$ cat config.mk
export PLATFORM = sky130hd
export DESIGN_NAME = param_sync_fifo
export DESIGN_NICKNAME = d
export VERILOG_FILES = /design/src/rtl/param_sync_fifo.sv
export SDC_FILE = /design/constraint.sdc
export NUM_CORES = 1
export LEC_CHECK = 0
export CORE_UTILIZATION = 25
export CTS_BUF_LIST = sky130_fd_sc_hd__clkbuf_8
export DETAILED_ROUTE_END_ITERATION = 6
export GPL_TIMING_DRIVEN = 0
export SYNTH_ARGS = -nofsm -noshare
export SYNTH_HDL_FRONTEND = slang
export SYNTH_SLANG_ARGS = --single-unit
$ cat constraint.sdc
create_clock -name clk -period 15.85 [get_ports clk]
set_input_delay 3.9625 -clock clk [delete_from_list [all_inputs] [get_ports clk]]
set_output_delay 3.9625 -clock clk [all_outputs]
set_load 0.01 [all_outputs]
$ cat src/rtl/param_sync_fifo.sv
// param_sync_fifo
// Single-clock FIFO with parameterised width and depth. It has independent
// read and write ports that can both fire in the same cycle, and an occupancy
// count. It also provides programmable almost-full/almost-empty flags,
// registered read data with a valid strobe, and sticky overflow/underflow
// flags.
// Pointers carry one extra wrap bit, so that full and empty can be told apart
// without a separate occupancy register.

module param_sync_fifo #(
    parameter int WIDTH      = 32,
    parameter int DEPTH      = 8,
    parameter int AFULL_LVL  = DEPTH - 2,
    parameter int AEMPTY_LVL = 2
) (
    input  logic                       clk,
    input  logic                       reset,
    input  logic                       wr_en,
    input  logic [WIDTH-1:0]           wr_data,
    input  logic                       rd_en,
    output logic [WIDTH-1:0]           rd_data,
    output logic                       rd_valid,
    output logic                       full,
    output logic                       empty,
    output logic                       almost_full,
    output logic                       almost_empty,
    output logic [$clog2(DEPTH):0]     count,
    output logic                       overflow,
    output logic                       underflow,
    input  logic                       clr_err
);

    localparam int AW = $clog2(DEPTH);

    // Thresholds resized to the pointer width so the compares stay same-width.
    localparam logic [AW:0] DEPTH_C  = DEPTH[AW:0];
    localparam logic [AW:0] AFULL_C  = AFULL_LVL[AW:0];
    localparam logic [AW:0] AEMPTY_C = AEMPTY_LVL[AW:0];

    logic [WIDTH-1:0] mem_q [DEPTH];
    logic [WIDTH-1:0] mem_d [DEPTH];

    logic [AW:0]      wptr_q, wptr_d;
    logic [AW:0]      rptr_q, rptr_d;
    logic [WIDTH-1:0] rd_data_q, rd_data_d;
    logic             rd_valid_q, rd_valid_d;
    logic             overflow_q, overflow_d;
    logic             underflow_q, underflow_d;

    logic [AW:0]      count_w;
    logic [AW-1:0]    waddr;
    logic [AW-1:0]    raddr;
    logic             wr_acc;
    logic             rd_acc;

    // Status is derived from the pointers alone, never from the request inputs.
    always_comb begin
        count_w      = wptr_q - rptr_q;
        waddr        = wptr_q[AW-1:0];
        raddr        = rptr_q[AW-1:0];
        full         = (count_w == DEPTH_C);
        empty        = (count_w == '0);
        almost_full  = (count_w >= AFULL_C);
        almost_empty = (count_w <= AEMPTY_C);
    end

    // Accept logic. A write into a full FIFO is allowed when a read frees a
    // slot in the same cycle. A read into an empty FIFO is always rejected,
    // even if a write arrives in that cycle, because there is no write-through.
    always_comb begin
        rd_acc = rd_en && !empty;
        wr_acc = wr_en && (!full || rd_en);
    end

    // Pointer advance on accepted operations.
    always_comb begin
        wptr_d = wptr_q;
        rptr_d = rptr_q;
        if (wr_acc) wptr_d = wptr_q + 1'b1;
        if (rd_acc) rptr_d = rptr_q + 1'b1;
    end

    // Storage write. When the FIFO is full and a read and a write happen
    // together, the slot being written is the one the read is vacating. The
    // read takes the old word from mem_q, so the two do not collide.
    always_comb begin
        mem_d = mem_q;
        if (wr_acc) mem_d[waddr] = wr_data;
    end

    // Registered read port: capture on accept, otherwise hold data and drop valid.
    always_comb begin
        rd_data_d  = rd_data_q;
        rd_valid_d = rd_acc;
        if (rd_acc) rd_data_d = mem_q[raddr];
    end

    // Sticky error flags. If a new reject and clr_err arrive together, the
    // reject wins.
    always_comb begin
        overflow_d  = overflow_q;
        underflow_d = underflow_q;
        if (clr_err) begin
            overflow_d  = 1'b0;
            underflow_d = 1'b0;
        end
        if (wr_en && !wr_acc) overflow_d  = 1'b1;
        if (rd_en && !rd_acc) underflow_d = 1'b1;
    end

    // Control state, synchronously reset.
    always_ff @(posedge clk) begin
        if (reset) begin
            wptr_q      <= '0;
            rptr_q      <= '0;
            rd_data_q   <= '0;
            rd_valid_q  <= 1'b0;
            overflow_q  <= 1'b0;
            underflow_q <= 1'b0;
        end else begin
            wptr_q      <= wptr_d;
            rptr_q      <= rptr_d;
            rd_data_q   <= rd_data_d;
            rd_valid_q  <= rd_valid_d;
            overflow_q  <= overflow_d;
            underflow_q <= underflow_d;
        end
    end

    // Storage array. It is not reset, and writes are blocked while reset is high.
    always_ff @(posedge clk) begin
        if (!reset) mem_q <= mem_d;
    end

    assign rd_data   = rd_data_q;
    assign rd_valid  = rd_valid_q;
    assign count     = count_w;
    assign overflow  = overflow_q;
    assign underflow = underflow_q;

endmodule
==> impl_metrics.toml, run 1 <==
[timing]
drv_slew = 0
clock_skew_ns = 0.0178
maxSlewHeadroom = 0.364
period_share = 0.507
rsz0062_at_grt = "no"
tightest_slew_ns = 0.949
finalCriticalPeriod_ns = 8.04
setup_slack_ns = 7.81
final-hold-violation-count = 0
setup_viol_count_final = 0
fmax_ghz = 0.124
fin_tns_setup_ns = 0

[grt]
grt_start_max_net_pins = 13
globalRouteOverflowTotal = 0
grt_use_total = 0.119
grt_pass1_vias = 6484
grt_pass1_wl_mm = 41.2
antenna_found_initial = 0

[layout]
area_delta_synth_final_pct = 25.2
postLayoutCellArea_sq_mm = 0.0142
num_antenna_cells = 0
nNetsFinal = 808
fillers = 4376
final_common_cell = "edfxtp_1"
final_cells = 1395
final_cell_mix = "edfxtp_1, clkdlybuf4s50_1, nand2_1"
drive_gt1_frac = 0.250

[clocking]
cts_setup_buffers = 0
cts_num_sinks = 299
hold_buffers = 0
clock_latency_ns = 0.58
htreeDepth = 2
path_clk_slew_ns = 0.06
cts_tree = "built"
cts-resized-gates = 0
cts_buffers = 47
ctsRootBufferMaster = "clkbuf_8"
cts_buffer_depth = 3

[critical_path]
endpoint_kind = "primary output"
path_cells = "buf_2 -> buf_1 -> inv_1 -> ha_1 -> a21oi_1 -> a21oi_1 -> nor2_1 -> inv_1 -> a211oi_1 -> clkdlybuf4s50_1"
timing.critical_path.slowest_stage_cell = "buf_1"
path_buf_inv = 5
path_delay_family = "buffers and inverters"
critPathRequiredTime_ns = 11.89
slowest_delay_ns = 0.59
worst_setup_path_start_kind = "flop"
crit_arrival_ns = 4.08
crit_type = "flop to primary output"
crit_fanout = 10

[placed_design]
place_area_sq_mm = 0.0132
place_ws_ns = 8.46
place_inst = 1308
dpl.hpwl_mm = 18.5
place.port_buffers = 78
globalplace.congestion = 0.724

[floorplan]
dieArea_sq_mm = 0.0462
ios = 80
fp.dieW_microns = 215
core-area_sq_mm = 0.0445
start_util = 0.255
die_h_microns = 215
fp-row-count = 77

[synth]
syn_area_sq_mm = 0.0113
yosysTopAreaCell = "edfxtp_1"
ys_ff_latch = 299
synth.area.top_cells = "edfxtp_1, mux4_2, dfxtp_1, a311oi_1, nand2_1"
synth_edf_count = 256
netlist_instances = 602
synth-seq-area-share = 0.754
yosysWarnings = 0
synth_top_flop_cell = "edfxtp_1"
async_flop_share = 0
synth_top_area_share = 0.678
syn_nets = 645
synth.distinct_cells = 38
syn_avg_cell_area_sq_um = 18.8

[detailed_routing]
ant_nets = 0
first_pass_iters = 5
via_count = 6242
remaining_drc_errors = 0
drt_iter0_drc = 483
totalWireLength_mm = 27.2
wire_per_inst_microns = 19.5
drt-vias-per-instance = 4.47

[worst_hold_path]
hold_class = "flop to flop"

[pwr]
power_mw = 2.17
vdd_ir_drop_max_uv = 103
leakage_nw = 4.59
power_density_mw_per_mm2 = 153

[outcome]
status = "complete, no violations"

[job]
timing.max_cap.violations = 0
[cells in the mapped netlist, types with 2 or more instances]
master / n
a21oi_1: 8
buf_1: 2
nand2_1: 68
buf_6: 6
nor3_1: 7
mux2i_1: 3
a311oi_1: 32
edfxtp_1: 256
nor4b_1: 2
ha_1: 5
inv_1: 10
xnor2_1: 2
a21o_1: 2
nand2b_1: 2
and3_1: 2
buf_2: 9
mux4_2: 64
a21o_2: 3
nor2_1: 39
clkbuf_1: 16
dfxtp_1: 43
nor4_1: 2
nand3_1: 4
[routing by layer]
| metal | wire, microns | vias to the layer above | global-route usage |
|---|---|---|---|
| met5 | 0 | - | 0 |
| met4 | 362 | 0 | 0.0305 |
| met3 | 1620 | 31 | 0.0268 |
| met2 | 12900 | 199 | 0.189 |
| met1 | 12400 | 3267 | 0.164 |
| li1 | - | 2745 | - |
[per-stage QoR]
stage	hold slack, ns	util
2_1_floorplan	0.476	-
3_3_place_gp	0.452	0.289
3_5_place_dp	0.450	0.298
4_1_cts	0.458	0.319
5_1_grt	0.488	0.319
6_report	0.456	0.319
[path summary, 6_finish.rpt]
check	slack, ns	endpoint	from	depth (start not counted)
hold reg to reg	0.46	overflow	overflow	2
setup / recovery	7.81	almost_empty	rptr_q[2]	10
hold / removal	0.46	overflow	overflow	2
setup reg to reg	11.28	mem_q[231]	rptr_q[2]	12
[layout make-up]
type,count,area [sq um],area share
flip-flops and latches,299,8550,0.602
well taps,592,741,0.0522
clock inverters,30,160,0.0113
plain buffers,34,188,0.0132
multi-input cells,259,2620,0.184
clock buffers,57,785,0.0553
repair buffers,114,1120,0.0788
inverters,10,37.5,0.00264
[worst min-delay path: stages (launching register included)]
cell     delay [ns]
dfxtp_1        0.31
nand2_1        0.05
a21oi_1        0.05
[sequential cells by signal, summed over array words and instances (netlist names)]
signal	count
rd_valid	1
overflow	1
underflow	1
rptr_q	4
wptr_q	4
mem_q	256
rd_data	32
[kinds of logic after synthesis]
group / after synthesis / synth area share
mux: 67 / 0.130
buf+inv: 44 / 0.0199
fa+ha+maj: 6 / 0.00728
simple gates: 132 / 0.0495
flops: 299 / 0.754
compound gates: 50 / 0.0359
xor+xnor: 4 / 0.00375
[where the power goes]
part	internal [mW]	total [mW]	switching, mW
clock network	0.344	0.646	0.302
registers	0.921	0.961	0.0400
logic	0.273	0.568	0.295
total	1.54	2.17	0.637
Note: power is estimated with default switching activity, not from simulation.
==> run 2, diff against run 1 <==
Clock period 15.85 ns to 7.43 ns, I/O delays scaled along.
==> results of run 2 <==
Same layout as run 1 (identical final DEF). Status: complete, no violations.
Main changes from that run: setup slack after placement 8.46 ns -> 2.14 ns; setup slack after layout 7.81 ns -> 1.50 ns; register-to-register setup slack 11.28 ns -> 2.86 ns; total power 2.17 mW -> 4.64 mW; worst IR drop on VDD 103 uV -> 220 uV
